### config.mk
export PLATFORM = sky130hd
export DESIGN_NAME = ccd_readout_sync
export DESIGN_NICKNAME = d
export VERILOG_FILES = /design/src/rtl/ccd_readout_sync.sv
export SDC_FILE = /design/constraint.sdc
export NUM_CORES = 1
export LEC_CHECK = 0
export CAP_MARGIN = 10
export CORE_UTILIZATION = 49
export CTS_BUF_LIST = sky130_fd_sc_hd__clkbuf_4
export DETAILED_ROUTE_END_ITERATION = 16
export PLACE_DENSITY = 0.71
export SLEW_MARGIN = 20
export SYNTH_ARGS = -nofsm -noshare
export SYNTH_HDL_FRONTEND = slang
export SYNTH_SLANG_ARGS = --single-unit
### constraint.sdc
create_clock -name clk -period 5.35 [get_ports clk]
set_input_delay 0.535 -clock clk [delete_from_list [all_inputs] [get_ports clk]]
set_output_delay 0.535 -clock clk [all_outputs]
set_load 0.03 [all_outputs]
### src/rtl/ccd_readout_sync.sv
// CCD readout sequencer: synchronizes the clock phases and issues CDS reference/signal
// strobes to the ADC, tracking the pixel and line position within a frame.
//
// state     | meaning
// ----------+-------------------------------------------------------------
// S_IDLE    | block disabled, counters cleared
// S_WAIT_P  | waiting for a phi_p rise (start of a line)
// S_WAIT_R  | waiting for a phi_r fall (start of a pixel)
// S_REF_CNT | counting REF_DELAY cycles to the sample_ref strobe
// S_WAIT_L2 | waiting for a phi_l2 rise (charge dumped onto the sense node)
// S_SIG_CNT | counting SIG_DELAY cycles to the sample_sig strobe
module ccd_readout_sync #(
    parameter int PIX_PER_LINE    = 16,
    parameter int LINES_PER_FRAME = 16,
    parameter int REF_DELAY       = 2,
    parameter int SIG_DELAY       = 2
) (
    input  logic       clk,
    input  logic       rst,
    input  logic       enable,
    input  logic       phi_p,
    input  logic       phi_l1,
    input  logic       phi_l2,
    input  logic       phi_r,
    output logic       sample_ref,
    output logic       sample_sig,
    output logic       pix_valid,
    output logic [9:0] pix_idx,
    output logic [9:0] line_idx,
    output logic       line_start,
    output logic       frame_done,
    output logic       err_short_line
);

    typedef enum logic [2:0] {
        S_IDLE,
        S_WAIT_P,
        S_WAIT_R,
        S_REF_CNT,
        S_WAIT_L2,
        S_SIG_CNT
    } state_t;

    localparam logic [9:0] PIX_LAST  = 10'(PIX_PER_LINE - 1);
    localparam logic [9:0] LINE_LAST = 10'(LINES_PER_FRAME - 1);
    localparam logic [3:0] REF_LD    = 4'(REF_DELAY - 1);
    localparam logic [3:0] SIG_LD    = 4'(SIG_DELAY - 1);

    // bit order {phi_p, phi_l1, phi_l2, phi_r}
    logic [3:0] r_sync1, r_sync2, r_hist;

    state_t     r_state, w_state;
    logic [3:0] r_cnt, w_cnt;
    logic [9:0] r_pix, w_pix;
    logic [9:0] r_line, w_line;
    logic       r_adv, w_adv;
    logic       r_sref, w_sref;
    logic       r_ssig, w_ssig;
    logic       r_lstart, w_lstart;
    logic       r_fdone, w_fdone;
    logic       r_err, w_err;

    logic w_p_rise, w_l1_rise, w_l2_rise, w_r_fall;

    assign w_p_rise  = r_sync2[3] & ~r_hist[3];
    assign w_l1_rise = r_sync2[2] & ~r_hist[2];
    assign w_l2_rise = r_sync2[1] & ~r_hist[1];
    assign w_r_fall  = ~r_sync2[0] & r_hist[0];

    always_ff @(posedge clk or posedge rst) begin
        if (rst) begin
            r_sync1 <= '0;
            r_sync2 <= '0;
            r_hist  <= '0;
        end else begin
            r_sync1 <= {phi_p, phi_l1, phi_l2, phi_r};
            r_sync2 <= r_sync1;
            r_hist  <= r_sync2;
        end
    end

    always_ff @(posedge clk or posedge rst) begin
        if (rst) begin
            r_state  <= S_IDLE;
            r_cnt    <= '0;
            r_pix    <= '0;
            r_line   <= '0;
            r_adv    <= 1'b0;
            r_sref   <= 1'b0;
            r_ssig   <= 1'b0;
            r_lstart <= 1'b0;
            r_fdone  <= 1'b0;
            r_err    <= 1'b0;
        end else begin
            r_state  <= w_state;
            r_cnt    <= w_cnt;
            r_pix    <= w_pix;
            r_line   <= w_line;
            r_adv    <= w_adv;
            r_sref   <= w_sref;
            r_ssig   <= w_ssig;
            r_lstart <= w_lstart;
            r_fdone  <= w_fdone;
            r_err    <= w_err;
        end
    end

    always_comb begin
        w_state  = r_state;
        w_cnt    = r_cnt;
        w_pix    = r_pix;
        w_line   = r_line;
        w_adv    = 1'b0;
        w_sref   = 1'b0;
        w_ssig   = 1'b0;
        w_lstart = 1'b0;
        w_fdone  = 1'b0;
        w_err    = r_err;

        // Indices hold through the sample_sig cycle and advance on the edge after it.
        if (r_adv) begin
            if (r_pix != PIX_LAST) begin
                w_pix = r_pix + 10'd1;
            end else if (r_line != LINE_LAST) begin
                w_line = r_line + 10'd1;
            end else begin
                w_line = '0;
            end
        end

        case (r_state)
            S_IDLE: begin
                if (enable) w_state = S_WAIT_P;
            end
            S_WAIT_P: begin
                if (w_p_rise) begin
                    w_state  = S_WAIT_R;
                    w_lstart = 1'b1;
                    w_pix    = '0;
                end
            end
            S_WAIT_R, S_REF_CNT, S_WAIT_L2, S_SIG_CNT: begin
                if (w_p_rise) begin
                    // short line: abort the pixel and start the next line
                    w_state  = S_WAIT_R;
                    w_lstart = 1'b1;
                    w_err    = 1'b1;
                    w_pix    = '0;
                    w_cnt    = '0;
                    w_line   = (w_line == LINE_LAST) ? 10'd0 : w_line + 10'd1;
                end else begin
                    case (r_state)
                        S_WAIT_R: begin
                            if (w_r_fall) begin
                                w_state = S_REF_CNT;
                                w_cnt   = REF_LD;
                            end
                        end
                        S_REF_CNT: begin
                            if (r_cnt == 4'd0) begin
                                w_sref  = 1'b1;
                                w_state = S_WAIT_L2;
                            end else begin
                                w_cnt = r_cnt - 4'd1;
                            end
                        end
                        S_WAIT_L2: begin
                            if (w_l2_rise) begin
                                w_state = S_SIG_CNT;
                                w_cnt   = SIG_LD;
                            end else if (w_l1_rise) begin
                                w_state = S_WAIT_L2;
                            end
                        end
                        default: begin
                            if (r_cnt == 4'd0) begin
                                w_ssig = 1'b1;
                                w_adv  = 1'b1;
                                if (w_pix != PIX_LAST) begin
                                    w_state = S_WAIT_R;
                                end else begin
                                    w_state = S_WAIT_P;
                                    w_fdone = (w_line == LINE_LAST);
                                end
                            end else begin
                                w_cnt = r_cnt - 4'd1;
                            end
                        end
                    endcase
                end
            end
            default: w_state = S_IDLE;
        endcase

        if (!enable) begin
            w_state  = S_IDLE;
            w_cnt    = '0;
            w_pix    = '0;
            w_line   = '0;
            w_adv    = 1'b0;
            w_sref   = 1'b0;
            w_ssig   = 1'b0;
            w_lstart = 1'b0;
            w_fdone  = 1'b0;
            w_err    = r_err;
        end
    end

    assign sample_ref     = r_sref;
    assign sample_sig     = r_ssig;
    assign pix_valid      = r_ssig;
    assign pix_idx        = r_pix;
    assign line_idx       = r_line;
    assign line_start     = r_lstart;
    assign frame_done     = r_fdone;
    assign err_short_line = r_err;

endmodule

==> results of run 1 <==
[cell families (layout without fill, tap and decap cells)]
logic type	count (synthesis)	count (layout)	synth area share, %
fa+ha+maj	6	6	2.62
compound gates	68	68	19.8
flops	44	44	39.7
buf+inv	30	51	4.92
mux	3	3	1.13
xor+xnor	16	16	5.05
simple gates	129	129	26.8
[final timing paths]
kind                             startpoint           to  slack (ps)
worst max-delay path            line_idx[8]  line_idx[8]        2250
worst max register to register  line_idx[8]  line_idx[8]        2250
min in group asynchronous               rst   pix_idx[6]         590
worst min-delay path             r_sync1[0]   r_sync2[0]         360
max in group asynchronous               rst   r_sync2[3]        4380
worst min register to register   r_sync1[0]   r_sync2[0]         360
[flip-flops by register name, indices dropped and copies added, names as in the netlist]
register / flops
line_idx: 10
pix_idx: 10
r_cnt: 4
r_hist: 4
r_sync1: 4
r_sync2: 4
r_state: 3
err_short_line: 1
frame_done: 1
line_start: 1
pix_valid: 1
sample_ref: 1
[routing by layer]
| layer | vias up | routed length (um) | track usage [%] |
|---|---|---|---|
| li1 | 1150 | - | - |
| met1 | 1117 | 2910 | 29.5 |
| met2 | 60 | 2880 | 34.4 |
| met3 | 6 | 248 | 3.69 |
| met4 | 0 | 69 | 6.23 |
| met5 | - | 0 | 0 |
[power by group]
part / total (mW) / internal, mW / switching (mW)
clock network: 0.216 / 0.0999 / 0.116
logic: 0.228 / 0.0952 / 0.133
registers: 0.414 / 0.364 / 0.0507
[layout make-up]
cell class	instances	area share [%]
clock buffers	5	1.18
clock inverters	3	1.46
inverters	10	1.18
multi-input cells	222	48.4
flip-flops and latches	44	34.7
well taps	72	2.84
repair buffers	33	10.3
[critical path: stages, from the launching register on]
cell,delay (ps)
dfrtp_1,470
nor4_1,690
nand3_1,190
a32oi_1,470
inv_1,90
ha_1,230
inv_1,60
a2111oi_0,50
and4b_1,340
a2111oi_2,400
[layout by cell type (no fill, tap or decap), types with 3 or more instances in the layout]
cell,instances
and3_1,8
inv_1,8
a221oi_1,3
and4_1,4
xor2_1,8
o21ai_0,6
ha_1,5
a2111oi_2,3
xnor2_1,8
dfrtp_1,44
nand4_1,12
nor3b_1,3
clkdlybuf4s50_1,32
nor4_1,3
clkbuf_4,5
nand3_1,14
nor2b_1,5
a21oi_1,12
nand2b_1,5
nand2_1,21
nor2_1,23
a41oi_1,3
nor3_1,6
o31ai_1,5
or2_2,4
or3_1,5
[per-stage QoR]
| stage | total power [mW] | setup WS [ps] | instances | utilization (%) |
|---|---|---|---|---|
| detailed placement | 0.648 | 2290 | 381 | 56.5 |
| CTS | 0.865 | 2270 | 389 | 58.0 |
| global placement | 0.643 | 2440 | 381 | 56.5 |
| finish | 0.859 | 2250 | 389 | 58.0 |
| global route | 0.919 | 1940 | 389 | 58.0 |
| floorplan | 0.592 | 2470 | 296 | - |
==> qor.yml, run 1 <==
fp-row-count: 27
ir_drop_uv: 207
clk_path_buf_depth: 2
yosysUniqueCellTypes: 69
worst_pin_slew_ps: 861
ioPinCount: 33
criticalPathCategory: "reg -> reg"
antenna_left: 0
status: "completed"
track_usage_pct: 21.4
ys.flop_type: "dfrtp_1"
skew_ps: 10.8
synth_top_area_share_pct: 39.7
hold_viol: 0
num_antenna_cells: 0
leakage_nw: 1.24
yosys_warnings: 0
place_area_sq_mm: 0.00309
synth_edf_count: 0
synth-seq-cells: 44
fillCellCount: 484
synthArstFlopShare_pct: 100
syn2layout_area_growth_pct: 14.5
drive_above_1_share_pct: 8.52
rsz0062_at_grt: "false"
grt_pass1_wl_mm: 10.2
synth_seq_area_share_pct: 39.7
clk-insertion-delay-late_ps: 360
gp_congestion: 0.865
synth_largest_area_cell: "dfrtp_1"
synthTopCellsByCount: "dfrtp_1 (44), nor2_1 (23), nand2_1 (21), clkbuf_1 (15), nand3_1 (14)"
cts_tree: "yes"
fmax_mhz: 323
finalCritPeriodShare_pct: 57.9
portBuffers: 32
core-area_sq_mm: 0.00547
regArea_sq_mm: 0.00110
viasPerCell: 6.00
overflow: 0
cts_made_buffers: 5
p_per_area_mw_per_mm2: 270
worstPathArrival_ps: 3360
end_kind: "flip-flop"
start_util_pct: 50.7
crit_required_ps: 5610
synth.area.top_cells: "dfrtp_1 (40%), nor2_1 (3.1%), nand2_1 (2.8%)"
critPathMaxFanout: 9
cts_setup_buffers: 0
setup_viol: 0
holdWs_ps: 362
hold_depth: 0
route.detailed.drc: 0
grt_max_degree: 45
cts.sinks: 44
slew_viol_final: 0
dieWidth_um: 77.2
dr.pass1.iters: 4
reg2regPathDepth: 9
multiInputGateArea_sq_mm: 0.00154
wire_per_inst_um: 15.7
grt_pass1_vias: 2100
cap_violations: 0
hold_buffers: 0
drtIter0Drc: 148
cts.htree.levels: 2
synth.most_common_cell: "dfrtp_1"
syn-num-nets: 308
netlist_area_sq_mm: 0.00277
vias: 2333
hp-class: "reg -> reg"
finalCriticalPeriod_ps: 3100
die_area_sq_mm: 0.00597
antenna_found_initial: 0
cts_root_buf: "clkbuf_4"
nNetsFinal: 328
startpoint_type: "flip-flop"
fin_area_sq_mm: 0.00318
clk_pin_slew_ps: 140
tns_ps: 0
wirelength_mm: 6.12
die_y_um: 77.2
cts.repair.resized: 0
dp_hpwl_mm: 4.39
syn-mean-instance-area_sq_um: 9.37
slew_headroom_pct: 42.4
postSynthCellCount: 296
(Power assumes the default switching activity.)
==> run 2, diff against run 1 <==
==> constraint.sdc (replaced) <==
create_clock -name clk -period 3.1 [get_ports clk]
set_input_delay 0.31 -clock clk [delete_from_list [all_inputs] [get_ports clk]]
set_output_delay 0.31 -clock clk [all_outputs]
set_load 0.03 [all_outputs]
==> qor.yml, run 2 (same netlist as run 1, synthesis figures left out) <==
antenna_found_initial: 0
final_cell_mix: "dfrtp_1 (44), clkdlybuf4s50_1 (32), nor2_1 (23)"
crit_slowest_cell: "a2111oi_4"
nNetsFinal: 337
timing.rr.start: "pix_idx[0]"
clk_path_buf_depth: 2
cts.repair.resized: 0
antenna_left: 0
r2r_end: "line_idx[9]"
viasPerCell: 5.89
die_y_um: 77.2
track_usage_pct: 23.1
dieWidth_um: 77.2
critical-path-top-delay-family: "compound AO/OA/AOI/OAI gates"
startpoint_type: "flip-flop"
leakage_nw: 1.29
fmax_mhz: 345
cts.htree.levels: 2
cts_tree: "yes"
layout_commonest_cell: "dfrtp_1"
ioPinCount: 33
hold_buffers: 0
dp_cells: 390
critPathBufInv: 0
overflow: 0
place_area_sq_mm: 0.00316
clk-insertion-delay-late_ps: 360
vias: 2346
num_antenna_cells: 0
grt_pass1_wl_mm: 10.9
portBuffers: 32
finalCritPeriodShare_pct: 93.4
hp-class: "in -> async"
cts_setup_buffers: 0
tns_ps: 0
hold_viol: 0
holdWs_ps: 237
grt_pass1_vias: 2221
p_per_area_mw_per_mm2: 464
gp_congestion: 0.837
slew_headroom_pct: 56.6
fp-row-count: 27
clk_pin_slew_ps: 140
wirelength_mm: 6.39
cts.sinks: 44
critPathMaxFanout: 7
wire_per_inst_um: 16.0
ir_drop_uv: 345
fin_area_sq_mm: 0.00325
route.detailed.drc: 0
die_area_sq_mm: 0.00597
status: "completed"
dr.pass1.iters: 4
slew_viol_final: 0
path_cells: "ha_1 > and4_1 > nand3_1 > or3_1 > a2111oi_4 > a41oi_1 > a2111oi_2"
worst_pin_slew_ps: 647
end_kind: "flip-flop"
dp_hpwl_mm: 4.63
grt_max_degree: 27
syn2layout_area_growth_pct: 17.0
start_util_pct: 50.7
reg2regPathDepth: 7
fin_cells: 398
cts_root_buf: "clkbuf_4"
cap_violations: 0
reg2reg_slack_ps: 210
skew_ps: 15.4
rsz0062_at_grt: "false"
worstPathArrival_ps: 3150
drtIter0Drc: 173
finalCriticalPeriod_ps: 2890
criticalPathCategory: "reg -> reg"
cts_made_buffers: 5
setup_viol: 0
core-area_sq_mm: 0.00547
drive_above_1_share_pct: 11.3
critPathMaxStageDelay_ps: 500
crit_required_ps: 3350
==> run 2: power breakdown <==
part           switching (mW)  total, mW  internal (mW)
combinational           0.239      0.420          0.182
clock                   0.200      0.372          0.173
sequential             0.0862      0.714          0.628
total                   0.524       1.51          0.982
==> run 2: per-layer routing <==
metal	up-vias	share of wire, %	track usage [%]
li1	1161	-	-
met3	5	4.4	3.81
met5	-	0	0
met4	0	1.2	7.17
met1	1121	46	31.2
met2	59	49	37.7
==> run 2: how the worst max path moves through the flow <==
stage,start,endpoint,cells after the start
3_3_place_gp,pix_idx[6],line_idx[6],6
4_1_cts,pix_idx[6],line_idx[1],6
3_5_place_dp,pix_idx[6],line_idx[1],6
5_1_grt,pix_idx[6],line_idx[8],9
6_report,pix_idx[0],line_idx[9],7
2_1_floorplan,line_idx[7],line_idx[7],11
==> run 2: worst reg2reg max path, cell delays in order, from the launching register on <==
cell	delay [ps]
dfrtp_1	480
ha_1	320
and4_1	250
nand3_1	180
or3_1	480
a2111oi_4	500
a41oi_1	200
a2111oi_2	370
==> run 2: layout make-up <==
cell class                      instances  area (sq um)
Tap cell                               72          90.1
Fill cell                             474          2230
Clock buffer                            5          37.5
Multi-Input combinational cell        222          1540
Inverter                               10          37.5
Clock inverter                          3          47.5
Sequential cell                        44          1100
Timing Repair Buffer                   42           395
==> run 2: metrics by stage <==
step | setup slack (ps) | power, mW | util, %
floorplan | 224 | 1.02 | -
global placement | 279 | 1.13 | 57.8
detailed placement | 174 | 1.14 | 57.8
CTS | 138 | 1.51 | 59.3
global route | 23.4 | 1.60 | 59.3
finish | 205 | 1.51 | 59.3
==> RTL change: new RTL, flow settings as in run 2 <==
Add an input register stage for `phi_l2`, without a reset; this delays it by one clock. The other inputs are not delayed to match.
--- a/src/rtl/ccd_readout_sync.sv
+++ b/src/rtl/ccd_readout_sync.sv
@@ -47,4 +47,10 @@
     localparam logic [3:0] SIG_LD    = 4'(SIG_DELAY - 1);
 
+    logic phi_l2_q;
+
+    always_ff @(posedge clk) begin
+        phi_l2_q <= phi_l2;
+    end
+
     // bit order {phi_p, phi_l1, phi_l2, phi_r}
     logic [3:0] r_sync1, r_sync2, r_hist;
@@ -74,5 +80,5 @@
             r_hist  <= '0;
         end else begin
-            r_sync1 <= {phi_p, phi_l1, phi_l2, phi_r};
+            r_sync1 <= {phi_p, phi_l1, phi_l2_q, phi_r};
             r_sync2 <= r_sync1;
             r_hist  <= r_sync2;
Formal check against the unedited RTL: not equivalent (Yosys sat finds a counterexample within 10 cycles, from zero or initial values and one cycle with rst high).
==> RTL change against run 2 <==
Die area up 0.53%; core utilization up 1.1 points; wire length shrank 2.1%; total power down 7.2%; critical path depth is 3 higher; sequential cell count increased by 1; via count up 4.3%; clock power rose by 3%; final area grew 2.4%; sequential power is 3.5% lower; worst setup slack worse by 0.038 ns; area after synthesis rose by 0.54%; critical path type unchanged.
==> RTL change: results <==
{
  "dr.pass1.iters": 4,
  "setup-tns-final_ns": 0,
  "grt_max_degree": 27,
  "clockBufferDepth": 2,
  "fillers": 497,
  "synth_nets": 319,
  "cts_buffers": 5,
  "worst-path-max-fanout": 7,
  "dp_cells": 410,
  "synth-main-ff-cell": "dfrtp_1",
  "postSynth.asyncResetShare_pct": 97.8,
  "antennaDiodeCount": 0,
  "root_buffer": "clkbuf_4",
  "fin_cells": 422,
  "yosys_warnings": 0,
  "max_stage_delay_ns": 0.55,
  "cts_max_level": 2,
  "insertion_delay_ns": 0.37,
  "switching_share_pct": 31.7,
  "grt_pass1_wl_um": 10700,
  "ys_top_cells_by_area": "dfrtp_1 (39%), xnor2_1 (4.4%), nor2_1 (4.2%)",
  "synth_commonest_cells": "dfrtp_1 (44), nor2_1 (31), nand2_1 (17)",
  "ys_seq_area_share_pct": 40.2,
  "antenna_found_initial": 0,
  "routed_wl_um": 6250,
  "synth_top_area_share_pct": 39.5,
  "routabilityCongestion": 0.868,
  "ff2ff_path_depth": 10,
  "vdd_ir_drop_max_mv": 0.417,
  "holdCritPathClass": "in -> async",
  "arrival_ns": 3.24,
  "hpwl_um": 4600,
  "portBuffers": 32,
  "vias": 2448,
  "ys_types": 63,
  "drive_above_1_share_pct": 13.4,
  "grt_pass1_vias": 2250,
  "grt_util_all_layers_pct": 22.5,
  "worst_slew_pin_slew_ns": 0.930,
  "synth.avg_cell_area_um2": 9.08,
  "path_clk_slew_ns": 0.15,
  "final_nets": 361,
  "cpMaxStageDelayCell": "or4_4",
  "power_leakage_uw": 0.00136,
  "drt_iter0_drc": 133,
  "outcome": "finished clean",
  "fin_skew_ns": 0.0141
}
## RTL change: area by class of cell
type | count | area, um^2 | share of cell area, %
Clock buffer | 5 | 37.5 | 1.13
Clock inverter | 3 | 50.0 | 1.50
Inverter | 12 | 45.0 | 1.35
Multi-Input combinational cell | 232 | 1500 | 45.1
Sequential cell | 45 | 1120 | 33.8
Tap cell | 72 | 90.1 | 2.71
Timing Repair Buffer | 53 | 478 | 14.4
## RTL change: final timing paths
path,slack (ns),start,end
setup / recovery,0.17,pix_idx[5],line_idx[6]
hold reg to reg,0.35,phi_l2_q,r_sync1[1]
hold / removal,0.32,rst,pix_idx[6]
max in group asynchronous,2.09,rst,r_cnt[1]
min in group clk,0.35,phi_l2_q,r_sync1[1]
setup reg to reg,0.17,pix_idx[5],line_idx[6]
## RTL change: power groups by stage
stage          clock network (uW)  registers, uW  logic (uW)
3_3_place_gp                    0            698         309
4_1_cts                       397            689         326
3_5_place_dp                    0            699         321
5_1_grt                       413            701         374
2_1_floorplan                   0            692         242
6_report                      385            689         324
## RTL change: through the flow
stage	setup WS, ns	power (uW)	instance area (um^2)
floorplan	0.0258	934	2810
global placement	0.191	1010	3190
detailed placement	0.0823	1020	3190
CTS	0.0346	1410	3280
global route	0.0167	1490	3330
finish	0.167	1400	3330
## RTL change: repair_timing
item | in CTS | in global routing
endpoints found under the setup margin | 0 | 1
endpoints found under the hold margin | 0 | 0
setup buffers | 0 | 4
hold buffers | 0 | 0
resized for setup | 0 | 4
## RTL change: routing by layer
metal  up-vias  track usage [%]  part of all wire, %
li1       1207                -                    -
met5         -                0                    0
met1      1168             31.2                   47
met2        65             36.1                   48
met4         0             8.11                  1.3
met3         8             2.82                  4.5
## RTL change: cells by family after synthesis
group / count (synthesis) / share of synthesized area (%)
adder cells (fa/ha/maj): 6 / 2.60
flip-flops: 45 / 40.2
buffers and inverters: 30 / 6.82
AO/OA/AOI/OAI: 74 / 17.8
multiplexers: 4 / 1.44
AND/OR/NAND/NOR: 129 / 25.2
XOR/XNOR: 19 / 5.97
## RTL change: critical path: cells and delay by family (launching register included)
kind | cells | cell delay [ns]
compound gates | 2 | 0.31
flops | 1 | 0.48
mux | 1 | 0.23
simple gates | 6 | 1.65
fa+ha+maj | 1 | 0.21
